$ cat src/rtl/message_pkg.sv
// -----------------------------------------------------------------------------
// message_pkg
// Shared constants and types for the message region: geometry of the region
// (also used by the draw-side coordinate counter), frame-buffer widths, the
// reader FSM state type and the {x, y, colour} pixel tuple.
// -----------------------------------------------------------------------------
package message_pkg;

   localparam int X_MAX    = 160;   // last column index (inclusive)
   localparam int Y_MAX    = 30;    // last row index (inclusive)
   localparam int COLOUR_W = 3;
   localparam int ADDR_W   = 13;
   localparam int X_W      = 8;
   localparam int Y_W      = 7;
   localparam int PIX_W    = X_W + Y_W + COLOUR_W;

   localparam logic [X_W-1:0] X_LAST = X_W'(X_MAX);
   localparam logic [Y_W-1:0] Y_LAST = Y_W'(Y_MAX);

   typedef enum logic [1:0] {
      IDLE  = 2'd0,
      RUN   = 2'd1,
      DRAIN = 2'd2,
      DONE  = 2'd3
   } state_e;

   typedef struct packed {
      logic [X_W-1:0]      x;
      logic [Y_W-1:0]      y;
      logic [COLOUR_W-1:0] colour;
   } pixel_t;

endpackage

$ cat src/rtl/pixel_skid_fifo.sv
// -----------------------------------------------------------------------------
// pixel_skid_fifo
// Two-entry FIFO holding packed pixel tuples between the RAM read port and the
// downstream consumer. The head entry is always visible on head_o.
// Ports:
//   clock_i, reset_i : clock, asynchronous active-high reset
//   push_i, data_i   : write one entry (never asserted while full)
//   pop_i            : remove head entry (never asserted while empty)
//   head_o           : current head entry
//   occ_o            : occupancy 0..2
//   full_o, empty_o  : occupancy flags
// -----------------------------------------------------------------------------
module pixel_skid_fifo
   import message_pkg::*;
(
   input  logic             clock_i,
   input  logic             reset_i,
   input  logic             push_i,
   input  logic [PIX_W-1:0] data_i,
   input  logic             pop_i,
   output logic [PIX_W-1:0] head_o,
   output logic [1:0]       occ_o,
   output logic             full_o,
   output logic             empty_o
);

   logic [PIX_W-1:0] mem_q [2];
   logic             wr_ptr_q, wr_ptr_d;
   logic             rd_ptr_q, rd_ptr_d;
   logic [1:0]       count_q, count_d;

   always_comb begin
      wr_ptr_d = wr_ptr_q ^ push_i;
      rd_ptr_d = rd_ptr_q ^ pop_i;
      count_d  = count_q;
      if (push_i && !pop_i) begin
         count_d = count_q + 2'd1;
      end else if (!push_i && pop_i) begin
         count_d = count_q - 2'd1;
      end
   end

   always_ff @(posedge clock_i or posedge reset_i) begin
      if (reset_i) begin
         for (int i = 0; i < 2; i++) begin
            mem_q[i] <= '0;
         end
         wr_ptr_q <= 1'b0;
         rd_ptr_q <= 1'b0;
         count_q  <= 2'd0;
      end else begin
         if (push_i) begin
            mem_q[wr_ptr_q] <= data_i;
         end
         wr_ptr_q <= wr_ptr_d;
         rd_ptr_q <= rd_ptr_d;
         count_q  <= count_d;
      end
   end

   assign head_o  = mem_q[rd_ptr_q];
   assign occ_o   = count_q;
   assign full_o  = (count_q == 2'd2);
   assign empty_o = (count_q == 2'd0);

endmodule

$ cat src/rtl/message_region_reader.sv
// -----------------------------------------------------------------------------
// message_region_reader
// Sweeps the message region (x fastest, row-major) out of the frame-buffer RAM
// and streams (x, y, colour) tuples downstream.
// Handshake: a pixel transfers on any rising edge where out_valid_o and
// out_ready_i are both high; out_valid_o never depends on out_ready_i, and the
// out_* data hold steady while out_valid_o=1 and out_ready_i=0.
// Ports:
//   clock_i, reset_i   : clock, asynchronous active-high reset
//   start_i            : begin one sweep (only honoured in IDLE)
//   busy_o, done_o     : sweep in progress / one-cycle completion pulse
//   rd_en_o, rd_addr_o : RAM read strobe and address
//   rd_data_i          : RAM data, one cycle after rd_en_o
//   out_*              : presented pixel and its valid/ready handshake
//   dbg_state_o        : FSM state for observation
// -----------------------------------------------------------------------------
module message_region_reader
   import message_pkg::*;
(
   input  logic                clock_i,
   input  logic                reset_i,
   input  logic                start_i,
   output logic                busy_o,
   output logic                done_o,
   output logic                rd_en_o,
   output logic [ADDR_W-1:0]   rd_addr_o,
   input  logic [COLOUR_W-1:0] rd_data_i,
   output logic [X_W-1:0]      out_x_o,
   output logic [Y_W-1:0]      out_y_o,
   output logic [COLOUR_W-1:0] out_colour_o,
   output logic                out_valid_o,
   input  logic                out_ready_i,
   output logic [1:0]          dbg_state_o
);

   state_e            state_q, state_d;
   logic [X_W-1:0]    x_q, x_d;
   logic [Y_W-1:0]    y_q, y_d;
   logic [ADDR_W-1:0] addr_q, addr_d;
   logic [X_W-1:0]    tag_x_q, tag_x_d;
   logic [Y_W-1:0]    tag_y_q, tag_y_d;
   logic              inflight_q, inflight_d;

   logic [1:0]        fifo_occ;
   logic              fifo_full, fifo_empty;
   logic [PIX_W-1:0]  fifo_head;
   pixel_t            push_pix, head_pix;
   logic              pop, issue;

   assign pop = out_valid_o & out_ready_i;

   // Entries already held or still in flight, less the one leaving this
   // cycle, must leave room for the new read when it lands next cycle.
   assign issue = (state_q == RUN) &&
                  (({1'b0, fifo_occ} + {2'b00, inflight_q}) < (3'd2 + {2'b00, pop}));

   always_comb begin
      state_d    = state_q;
      x_d        = x_q;
      y_d        = y_q;
      addr_d     = addr_q;
      tag_x_d    = tag_x_q;
      tag_y_d    = tag_y_q;
      inflight_d = issue;

      if (issue) begin
         tag_x_d = x_q;
         tag_y_d = y_q;
         addr_d  = addr_q + ADDR_W'(1);
         if (x_q == X_LAST) begin
            x_d = '0;
            y_d = y_q + Y_W'(1);
         end else begin
            x_d = x_q + X_W'(1);
         end
      end

      case (state_q)
         IDLE: begin
            if (start_i) begin
               state_d = RUN;
               x_d     = '0;
               y_d     = '0;
               addr_d  = '0;
            end
         end
         RUN: begin
            if (issue && (x_q == X_LAST) && (y_q == Y_LAST)) begin
               state_d = DRAIN;
            end
         end
         DRAIN: begin
            // Leave as soon as the buffer will be empty after this edge, so
            // done lands the cycle right after the last handshake.
            if (!inflight_q && (fifo_empty || (!fifo_full && pop))) begin
               state_d = DONE;
            end
         end
         DONE:    state_d = IDLE;
         default: state_d = IDLE;
      endcase
   end

   always_ff @(posedge clock_i or posedge reset_i) begin
      if (reset_i) begin
         state_q    <= IDLE;
         x_q        <= '0;
         y_q        <= '0;
         addr_q     <= '0;
         tag_x_q    <= '0;
         tag_y_q    <= '0;
         inflight_q <= 1'b0;
      end else begin
         state_q    <= state_d;
         x_q        <= x_d;
         y_q        <= y_d;
         addr_q     <= addr_d;
         tag_x_q    <= tag_x_d;
         tag_y_q    <= tag_y_d;
         inflight_q <= inflight_d;
      end
   end

   assign push_pix = {tag_x_q, tag_y_q, rd_data_i};

   pixel_skid_fifo u_fifo (
      .clock_i (clock_i),
      .reset_i (reset_i),
      .push_i  (inflight_q),
      .data_i  (push_pix),
      .pop_i   (pop),
      .head_o  (fifo_head),
      .occ_o   (fifo_occ),
      .full_o  (fifo_full),
      .empty_o (fifo_empty)
   );

   assign head_pix     = fifo_head;
   assign out_x_o      = head_pix.x;
   assign out_y_o      = head_pix.y;
   assign out_colour_o = head_pix.colour;
   assign out_valid_o  = !fifo_empty;

   assign rd_en_o     = issue;
   assign rd_addr_o   = addr_q;
   assign busy_o      = (state_q != IDLE);
   assign done_o      = (state_q == DONE);
   assign dbg_state_o = state_q;

endmodule
$ cat config.mk
export PLATFORM = sky130hd
export DESIGN_NAME = message_region_reader
export DESIGN_NICKNAME = d
export VERILOG_FILES = /design/src/rtl/message_pkg.sv /design/src/rtl/pixel_skid_fifo.sv /design/src/rtl/message_region_reader.sv
export SDC_FILE = /design/constraint.sdc
export NUM_CORES = 1
export LEC_CHECK = 0
export CAP_MARGIN = 20
export CORE_UTILIZATION = 39
export CTS_CLUSTER_DIAMETER = 120
export DETAILED_ROUTE_END_ITERATION = 10
export SYNTH_ARGS = -nofsm -noshare
export SYNTH_HDL_FRONTEND = slang
export SYNTH_SLANG_ARGS = --single-unit
$ cat constraint.sdc
create_clock -name clock_i -period 5.7 [get_ports clock_i]
set_clock_uncertainty 0.15 [all_clocks]
set_input_delay 1.71 -clock clock_i [delete_from_list [all_inputs] [get_ports clock_i]]
set_output_delay 1.71 -clock clock_i [all_outputs]
set_load 0.03 [all_outputs]
Word level (Yosys, flattened, before mapping). Cells that the tools add are included.

Bits in registers: 86. Input bits: 7. Logic and storage cells: 78.

Add/sub/neg operators: 7. $lt $le $gt $ge: 4. Equal/unequal tests: 9. Muxes and demuxes: 23. Bitwise logic cells: 5. Reduce and logical (&&, ||, !) cells: 18.

Operator list (number): 18-bit 2-to-1 mux (4); 13-bit 2-to-1 mux (3); 36-bit bitwise mux (1); 8-bit 2-to-1 mux (4); 7-bit 2-to-1 mux (4); 18-bit demux with 1-bit select (1); 13-bit by 1-bit adder with 13-bit output, second input constant (1); 2-bit 2-to-1 mux (5); 8-bit by 1-bit adder with 8-bit output, second input constant (1); 8-bit == test, second input constant (1); 1-bit logical AND (8); 2-bit one-hot mux with 4 select lines (1); 7-bit by 1-bit adder with 7-bit output, second input constant (1); 7-bit by 5-bit == test with 1-bit output, second input constant (1); 2-bit == test, second input constant (3); 2-bit greater-or-equal comparator, second input constant (2); 1-bit zero test (4); 2-bit zero test (2); 2-bit != test, second input constant (2); 1-bit inverter with 2-bit output (2); 2-bit nonzero test (2); 2-bit by 1-bit adder with 3-bit output (1); 2-bit by 1-bit adder with 3-bit output, first input constant (1); 3-bit < comparator (1); 9 further kinds (10).

Depth between registers and ports, before layout.
Depth after elaboration: 10. Depth in mapped cells: 8. Mapped depth without buffers: 7.

Modules after synthesis. Synthesis repeated with hierarchy kept, for this count alone.

Cell total of the unflattened synthesis: 318. Area total of the unflattened synthesis: 4182.8 sq um.

Modules (own cells, without submodules): message_region_reader (instances 1, cells each 204, area each 2269.7 sq um); pixel_skid_fifo (instances 1, cells each 114, area each 1913.1 sq um).

Worst setup path after synthesis. OpenSTA, ideal clock, no wires.

Path kind: input port to output port. Start: input port out_ready_i. End: output port rd_en_o. Arrival time: 2.427 ns. Data required time: 3.840 ns. Path slack: 1.413 ns. Cell stages on the path: 5. Cells stage by stage: o21ai_2 -> o21ai_4 -> nand2_1 -> inv_1 -> buf_4.

Cells in the longest elaborated chain, start to end: 4.

Ends and longest elaborated chain: start, declared (RTL line message_region_reader.sv:32) `input logic out_ready_i,`; 1-bit bitwise AND (RTL line message_region_reader.sv:50) `assign pop = out_valid_o & out_ready_i;`; 2-bit by 1-bit adder with 3-bit output (RTL line message_region_reader.sv:55) `(({1'b0, fifo_occ} + {2'b00, inflight_q}) < (3'd2 + {2'b00, pop}));`; 3-bit < comparator (RTL line message_region_reader.sv:55); 1-bit logical AND (RTL line message_region_reader.sv:54) `assign issue = (state_q == RUN) &&`; end, declared (RTL line message_region_reader.sv:25) `output logic rd_en_o,`.

Every way passes these cells.

Worst setup path after layout. Ends and elaborated chain as after synthesis.

==> results.yml <==
clock_tree:
  clock_latency_ns: 0.35
  cts_made_buffers: 9
  clockRootBuffer: "clkbuf_8"
  cts_setup_buffers: 0
  clk_pin_slew_ns: 0.09
  tritoncts: "built"
  cts_sinks: 86
  ctsResizeCount: 0
  htree_levels: 3
  cts_max_path_buffers: 2
  cts_hold_buf: 0
place:
  dp_hpwl_um: 5082
  post-place-ws_ns: 0.9645
  portBuffers: 43
  place.gp.congestion: 0.7700
  place_area_um2: 4612
pwr:
  p_leak_nw: 2.181
  power_frac_seq_pct: 37.1
  vdd_drop_max_v: 0.0004845
  internal_power_mw: 1.553
  swShare_pct: 39.71
  clockPowerShare_pct: 16.6
  p_comb_share_pct: 46.2
  p_sw_mw: 1.023
  powerDensity_nw_per_um2: 534.5
detailed_routing:
  antenna_left: 0
  via_count: 2604
  drt_iter0_markers: 70
  drcViolationCount: 0
  first_pass_iters: 4
  viasPerCell: 5.076
  wire_per_inst_um: 14.99
  wirelength_um: 7688
setup_path:
  path_class: "primary input to primary output"
  endpoint_kind: "primary output"
  r2r-start: "u_fifo.occ_o[0]"
  cp.arrival_ns: 2.88
  crit_required_ns: 3.84
  timing.rr.end: "rd_addr_o[9]"
  crit_path_start_kind: "primary input"
  crit_fanout: 4
  rrSetupSlack_ns: 3.14
  crit_path_start: "out_ready_i"
  ff2ff_path_depth: 7
grt:
  grt_pass1_wl_um: 13930
  track_usage_pct: 16.18
  antenna_found_initial: 0
  grt_overflow: 0
  grt_max_degree: 46
  grt_pass1_vias: 2772
yosys:
  synth_area_um2: 4041
  synth-edff-count: 0
  ys_ff_latch: 86
  syn_nets: 350
  yosys_most_used_dff: "dfrtp_1"
  synth_warnings: 0
  ys_types: 41
  async_reset_ff_share_pct: 100.0
  syn_inst: 328
  yosysSeqAreaShare_pct: 53.25
  avgSynthCellArea_um2: 12.32
final_layout:
  regArea_um2: 2152
  nNetsFinal: 397
  finalCoreUtilization_pct: 48.62
  final_common_cell: "dfrtp_1"
  synthToLayoutAreaGrowth_pct: 19.23
  multi_input_area_um2: 1785
  final_layout_size_suffix_gt1_share_pct: 24.74
  n_fill_cell: 924
  antennaDiodeCount: 0
  fin_area_um2: 4818
  final_cell_mix: "86 x dfrtp_1, 66 x mux2_2, 42 x clkdlybuf4s50_1"
job:
  drv_cap: 0
sta:
  slew_viol_final: 0
  fin_setup_tns_ns: 0
  setup_ws_ns: 0.9601
  fmax_ghz: 0.2110
  hold_violations: 0
  setup_viol: 0
  hold_ws_ns: 0.3566
  slew_headroom_pct: 31.92
  post-route-min-period_ns: 4.740
  period_share_pct: 83.16
  tightest_slew_ns: 1.021
  rsz0062_at_grt: "false"
min_path:
  hp-class: "flip-flop to flip-flop"
  min_to: "u_fifo.mem_q[3]"
  min_path_cells: 1
  hp-start: "u_fifo.mem_q[3]"
die:
  dieArea_um2: 10770
  rows: 36
  coreArea_um2: 9910
  pin_count: 44
  start_util_pct: 40.78
  fp.dieH_um: 103.8
  die_w_um: 103.8
run_status:
  status: "finished, final reports clean"
-- how the worst max path moves through the flow --
stage | endpoint | slack, ns | cells past startpoint
floorplan | rd_en_o | 1.41 | 5
global placement | rd_en_o | 0.96 | 6
detailed placement | rd_en_o | 0.96 | 6
CTS | rd_en_o | 0.95 | 6
global route | rd_en_o | 0.88 | 6
finish | rd_en_o | 0.96 | 6
-- registers in the layout, indices dropped and copies added, names as in the netlist --
| name | count |
|---|---|
| dbg_state_o | 2 |
| u_fifo.mem_q | 36 |
| tag_y_q | 7 |
| u_fifo.occ_o | 2 |
| inflight_q | 1 |
| u_fifo.rd_ptr_q | 1 |
| y_q | 7 |
| rd_addr_o | 13 |
| tag_x_q | 8 |
| x_q | 8 |
| u_fifo.wr_ptr_q | 1 |
-- layer usage --
| layer | wire, um | global-route usage, % | up-vias |
|---|---|---|---|
| li1 | - | - | 1245 |
| met1 | 3651 | 21.30 | 1293 |
| met2 | 3616 | 26.27 | 55 |
| met3 | 307 | 4.279 | 11 |
| met4 | 113 | 4.694 | 0 |
| met5 | 0 | 0 | - |
-- worst max-delay path, cell delays in order --
cell and delay [ns]:
clkdlybuf4s50_1 0.51, o21ai_2 0.12, o21ai_4 0.16, nand2_1 0.10, inv_1 0.12, buf_4 0.17
-- through the flow --
| step | total power, mW | instances |
|---|---|---|
| after floorplan | 1.793 | 328 |
| after global placement | 2.153 | 496 |
| after detailed placement | 2.169 | 496 |
| after CTS | 2.608 | 512 |
| after global routing | 2.773 | 513 |
| final | 2.576 | 513 |
-- power groups by stage --
stage | clock, mW | sequential (mW) | combinational [mW]
after floorplan | 0 | 0.956 | 0.837
after global placement | 0 | 0.965 | 1.19
after detailed placement | 0 | 0.970 | 1.20
after CTS | 0.442 | 0.960 | 1.21
after global routing | 0.472 | 0.997 | 1.30
final | 0.428 | 0.956 | 1.19
-- synthesized netlist by cell type, types with 2 or more instances --
library cell  instances  area, um2
dfrtp_1              86       2152
mux2_2               66      743.2
nor2_1               23      86.33
nand2_1              19      71.32
ha_1                 15      187.7
inv_1                13      48.80
nand3_1              11      55.05
nand4_1              10      62.56
xor2_1               10      87.58
xnor2_1               9      78.83
clkbuf_1              7      26.28
nand2b_1              7      43.79
a21oi_1               6      30.03
o21ai_0               6      30.03
mux2i_1               3      30.03
o311ai_0              3      26.28
o41ai_1               3      26.28
or4_1                 3      22.52
and2_1                2      12.51
and3_1                2      12.51
buf_2                 2      10.01
buf_4                 2      15.01
nor3_1                2      10.01
-- area by class of cell --
type | instances | share of cell area [%]
repair buffers | 48 | 9.660
clock inverters | 6 | 1.480
clock buffers | 10 | 2.649
well taps | 133 | 3.454
inverters | 13 | 1.039
multi-input cells | 217 | 37.06
flip-flops and latches | 86 | 44.66
-- cell families after synthesis --
logic type / after synthesis / synth area share, %
flip-flops: 86 / 53.25
AO/OA/AOI/OAI: 25 / 4.397
buffers and inverters: 25 / 2.570
adder cells (fa/ha/maj): 15 / 4.644
XOR/XNOR: 19 / 4.118
AND/OR/NAND/NOR: 88 / 11.52
multiplexers: 70 / 19.50
Note: power is estimated with default switching activity, not from simulation.
